==> config.mk <==
export PLATFORM = sky130hd
export DESIGN_NAME = dmem_port_arb
export DESIGN_NICKNAME = d
export VERILOG_FILES = /design/src/rtl/dmem_port_arb.sv
export SDC_FILE = /design/constraint.sdc
export NUM_CORES = 1
export LEC_CHECK = 0
export ABC_AREA = 1
export BUFFER_PORTS_ARGS = -buffer_cell sky130_fd_sc_hd__buf_4
export CORE_AREA = 2 2 93 95
export DETAILED_ROUTE_END_ITERATION = 7
export DIE_AREA = 0 0 95 97
export PLACE_DENSITY = 0.64
export SYNTH_ARGS = -nofsm -noshare
export SYNTH_HDL_FRONTEND = slang
export SYNTH_SLANG_ARGS = --single-unit
==> constraint.sdc <==
create_clock -name clk -period 1.76 [get_ports clk]
set_input_delay 0.176 -clock clk [delete_from_list [all_inputs] [get_ports clk]]
set_output_delay 0.176 -clock clk [all_outputs]
set_load 0.005 [all_outputs]
==> src/rtl/dmem_port_arb.sv <==
// rtl/dmem_port_arb.sv - data-memory port arbiter: core MEM stage has priority, secondary requester takes idle slots
// Optional starvation guard (counter + forced one-cycle core hold) enabled by defining DMEM_ARB_STARVE_EN.
module dmem_port_arb #(
    parameter int ADDR_W     = 9,
    parameter int DATA_W     = 32,
    parameter int STARVE_MAX = 8
) (
    input  logic              clk,
    input  logic              reset,
    input  logic              core_rd,
    input  logic              core_wr,
    input  logic [ADDR_W-1:0] core_addr,
    input  logic [DATA_W-1:0] core_wdata,
    input  logic [2:0]        core_funct3,
    output logic [DATA_W-1:0] core_rdata,
    output logic              core_hold,
    input  logic              ext_req,
    input  logic              ext_we,
    input  logic [ADDR_W-1:0] ext_addr,
    input  logic [DATA_W-1:0] ext_wdata,
    output logic              ext_gnt,
    output logic              ext_rvalid,
    output logic [DATA_W-1:0] ext_rdata,
    output logic              mem_rd,
    output logic              mem_wr,
    output logic [ADDR_W-1:0] mem_addr,
    output logic [DATA_W-1:0] mem_wdata,
    output logic [2:0]        mem_funct3,
    input  logic [DATA_W-1:0] mem_rdata
);

    if (STARVE_MAX < 1 || STARVE_MAX > 255) begin : g_bad_starve_max
        $error("dmem_port_arb: STARVE_MAX must be in 1..255");
    end

    logic              core_act;
    logic              hold_st;
    logic              ext_gnt_c;
    logic              ext_rvalid_q;
    logic              ext_rvalid_d;
    logic [DATA_W-1:0] ext_rdata_q;
    logic [DATA_W-1:0] ext_rdata_d;

    assign core_act = core_rd | core_wr;

`ifdef DMEM_ARB_STARVE_EN
    typedef enum logic {
        ST_IDLE,
        ST_HOLD
    } state_t;

    localparam logic [7:0] WAIT_LAST = 8'(STARVE_MAX - 1);

    state_t     state_q;
    state_t     state_d;
    logic [7:0] wait_cnt_q;
    logic [7:0] wait_cnt_d;

    // HOLD lasts one cycle and re-arms the counter from zero, so two HOLDs are never adjacent.
    always_comb begin
        state_d    = state_q;
        wait_cnt_d = wait_cnt_q;
        if (state_q == ST_HOLD) begin
            state_d    = ST_IDLE;
            wait_cnt_d = '0;
        end else if (ext_req && core_act) begin
            if (wait_cnt_q == WAIT_LAST) begin
                state_d    = ST_HOLD;
                wait_cnt_d = '0;
            end else begin
                wait_cnt_d = wait_cnt_q + 8'd1;
            end
        end else begin
            wait_cnt_d = '0;
        end
    end

    always_ff @(posedge clk) begin
        if (reset) begin
            state_q    <= ST_IDLE;
            wait_cnt_q <= '0;
        end else begin
            state_q    <= state_d;
            wait_cnt_q <= wait_cnt_d;
        end
    end

    assign hold_st = (state_q == ST_HOLD);
`else
    assign hold_st = 1'b0;
`endif

    // Port steering; the reset cycle performs no access from either side.
    always_comb begin
        ext_gnt_c  = 1'b0;
        mem_rd     = 1'b0;
        mem_wr     = 1'b0;
        mem_addr   = core_addr;
        mem_wdata  = core_wdata;
        mem_funct3 = core_funct3;
        if (!reset) begin
            if (hold_st || (!core_act && ext_req)) begin
                ext_gnt_c  = 1'b1;
                mem_rd     = ~ext_we;
                mem_wr     = ext_we;
                mem_addr   = ext_addr;
                mem_wdata  = ext_wdata;
                mem_funct3 = 3'b010;
            end else begin
                mem_rd = core_rd;
                mem_wr = core_wr;
            end
        end
    end

    always_comb begin
        ext_rvalid_d = ext_gnt_c & ~ext_we;
        ext_rdata_d  = ext_rdata_q;
        if (ext_rvalid_d) begin
            ext_rdata_d = mem_rdata;
        end
    end

    always_ff @(posedge clk) begin
        if (reset) begin
            ext_rvalid_q <= 1'b0;
            ext_rdata_q  <= '0;
        end else begin
            ext_rvalid_q <= ext_rvalid_d;
            ext_rdata_q  <= ext_rdata_d;
        end
    end

    assign core_rdata = mem_rdata;
    assign core_hold  = hold_st;
    assign ext_gnt    = ext_gnt_c;
    assign ext_rvalid = ext_rvalid_q;
    assign ext_rdata  = ext_rdata_q;

endmodule

==> impl_metrics.yaml <==
critical_path:
  required_ns: 1.58
  cp-startpoint: "core_wr"
  r2r_start: "ext_rdata[24]"
  crit_type: "in -> out"
  critPathMaxFanout: 44
  critical_path.max_stage_delay_ns: 0.31
  cp.arrival_ns: 1.23
  r2r_setup_slack_ns: 1.11
  ff2ff_path_depth: 4
  crit_path_end: "mem_wdata[28]"
  critPathLaunchType: "primary input"
  slowest_stage: "inv_4"
  r2r_end: "ext_rdata[24]"
  cp_cell_sequence: "buf_4 -> nor2_4 -> nand2_4 -> inv_4 -> nand2_1 -> nand2_1 -> buf_4"
  cp-end-kind: "output port"
cells_and_area:
  layout_common_cells: "buf_4, nand2_1, inv_1"
  fin_area_sq_um: 4014
  final_nets: 709
  drive_gt1_frac: 0.4327
  syn2layout_area_growth_pct: 73.69
  insertedDiodeCount: 0
  layout_commonest_cell: "buf_4"
  layout.cells.non_filler: 692
hold_path:
  min_path_type: "in -> reg"
placement:
  dp_cells: 684
  dp_hpwl_mm: 7.297
  place_congestion: 0.9291
  placed_area_sq_um: 3897
  portBuffers: 234
clocking:
  cts_tree: "yes"
  cts_resized: 0
  numClockSinks: 33
  clock-root-buffer: "clkbuf_8"
  postCtsHoldBufs: 0
  h-tree-depth: 2
  post_cts_buffers: 0
  cts-buffers-inserted: 5
  clk_pin_slew_worst_paths_ns: 0.07
  worstSkewPairLatency_ns: 0.28
  cts_buffer_depth: 2
synthesis:
  syn_area_per_cell_sq_um: 5.865
  yosysWarnings: 0
  ys_ff_latch: 33
  netlist.area_leader.share: 0.3086
  synth_nets: 517
  synth_area_leaders: "nand2_1, dfxtp_1, buf_4, nand4_1, inv_1"
  synth_top_cell_by_area: "nand2_1"
  synthCells: 394
  ys_seq_area_frac: 0.2859
  synth_cell_types: 18
  syn-cell-area_sq_um: 2311
detailed_routing:
  drc_errors: 0
  vias_per_cell: 4.314
  dr.first_iter.drc_count: 72
  top_layer_used: "met4"
  wl_mm: 9.200
  wl_met3_um: 903
  wl_met1_mm: 3.871
  vias: 2985
  postRouteAntennaNets: 0
  dr.pass1.iters: 4
  routedWlPerCell_um: 13.29
  wl_met2_mm: 4.355
die:
  die_w_um: 95
  ioPinCount: 236
  die_area_sq_um: 9215
  initial_core_util: 0.2841
  fp.dieH_um: 97
  rows: 33
  coreArea_sq_um: 8134
timing:
  skew_ns: 0
  setup_tns_ns: 0
  rsz0062_at_grt: "no"
  fmax_mhz: 713.3
  setup_viol: 0
  finalMaxSlewViolations: 0
  hold_violations: 0
  timing.final.crit_share: 0.7965
  period_needed_ns: 1.402
pwr:
  ir_drop_mv: 0.3217
  powerDensity_nw_per_um2: 533.3
  leakage_nw: 2.313
flow_run:
  cap_violations: 0
global_route:
  grt_overflow: 0
  grt_pass1_wl_mm: 14.01
  antenna_found_initial: 0
  grt_pass1_vias: 2669
  grt_max_degree: 45
  grt_usage: 0.1928
outcome:
  status: "finished, final reports clean"
-- how the worst min path moves through the flow --
| stage | startpoint | end | cells after the start |
|---|---|---|---|
| after floorplan | mem_rdata[15] | ext_rdata[15] | 2 |
| after global placement | mem_rdata[13] | ext_rdata[13] | 3 |
| after detailed placement | mem_rdata[17] | ext_rdata[17] | 3 |
| after CTS | mem_rdata[28] | ext_rdata[28] | 3 |
| after global routing | mem_rdata[22] | ext_rdata[22] | 3 |
| final | mem_rdata[27] | ext_rdata[27] | 3 |
-- logic make-up after synthesis --
kind of cell,synth area share
AND/OR/NAND/NOR,0.4732
buffers and inverters,0.2350
flip-flops,0.2859
AO/OA/AOI/OAI,0.004327
other,0.001623
-- layer usage --
layer  vias up  GRT usage
met1      1302     0.2567
met4         0    0.03902
met5         -          0
met2       141     0.3017
met3         7    0.06620
li1       1535          -
-- worst max-delay path: cells and delay by family --
| kind | cells | cell delay (ns) |
|---|---|---|
| buf+inv | 3 | 0.53 |
| simple gates | 4 | 0.50 |
-- stage by stage --
| stage | setup slack, ns | util | hold slack [ns] | total power, W |
|---|---|---|---|---|
| 2_1_floorplan | 0.6919 | - | 0.3365 | 0.001019 |
| 3_3_place_gp | 0.3717 | 0.4792 | 0.4322 | 0.001420 |
| 3_5_place_dp | 0.3508 | 0.4792 | 0.4401 | 0.001422 |
| 4_1_cts | 0.3539 | 0.4935 | 0.1417 | 0.002176 |
| 5_1_grt | 0.2510 | 0.4935 | 0.1405 | 0.002277 |
| 6_report | 0.3581 | 0.4935 | 0.1530 | 0.002141 |
-- cell usage after synthesis, drive strengths merged --
master and instances:
a21oi 1, buf 52, clkbuf 5, clkinv 1
conb 1, dfxtp 33, inv 40, nand2 191
nand3 1, nand4 32, nor2 36, o21ai 1
-- flip-flops by register name, summed over array words and instances, names as in the netlist --
name / count
ext_rdata: 32
ext_rvalid: 1
-- power breakdown --
| part | total, W | switching (W) | internal, W |
|---|---|---|---|
| clock | 0.000739 | 0.000277 | 0.000462 |
| sequential | 0.000772 | 0.00000870 | 0.000764 |
| combinational | 0.000629 | 0.000254 | 0.000375 |
-- cell type report --
| type | count | area [sq um] |
|---|---|---|
| clock inverter | 1 | 30.03 |
| clock buffer | 7 | 86.33 |
| timing repair buffer | 242 | 1842 |
| sequential | 33 | 660.6 |
| multi-input combinational | 263 | 1107 |
| inverter | 41 | 156.4 |
| tap | 105 | 131.4 |
| fill | 834 | 4120 |
Note: power is estimated with default switching activity, not from simulation.
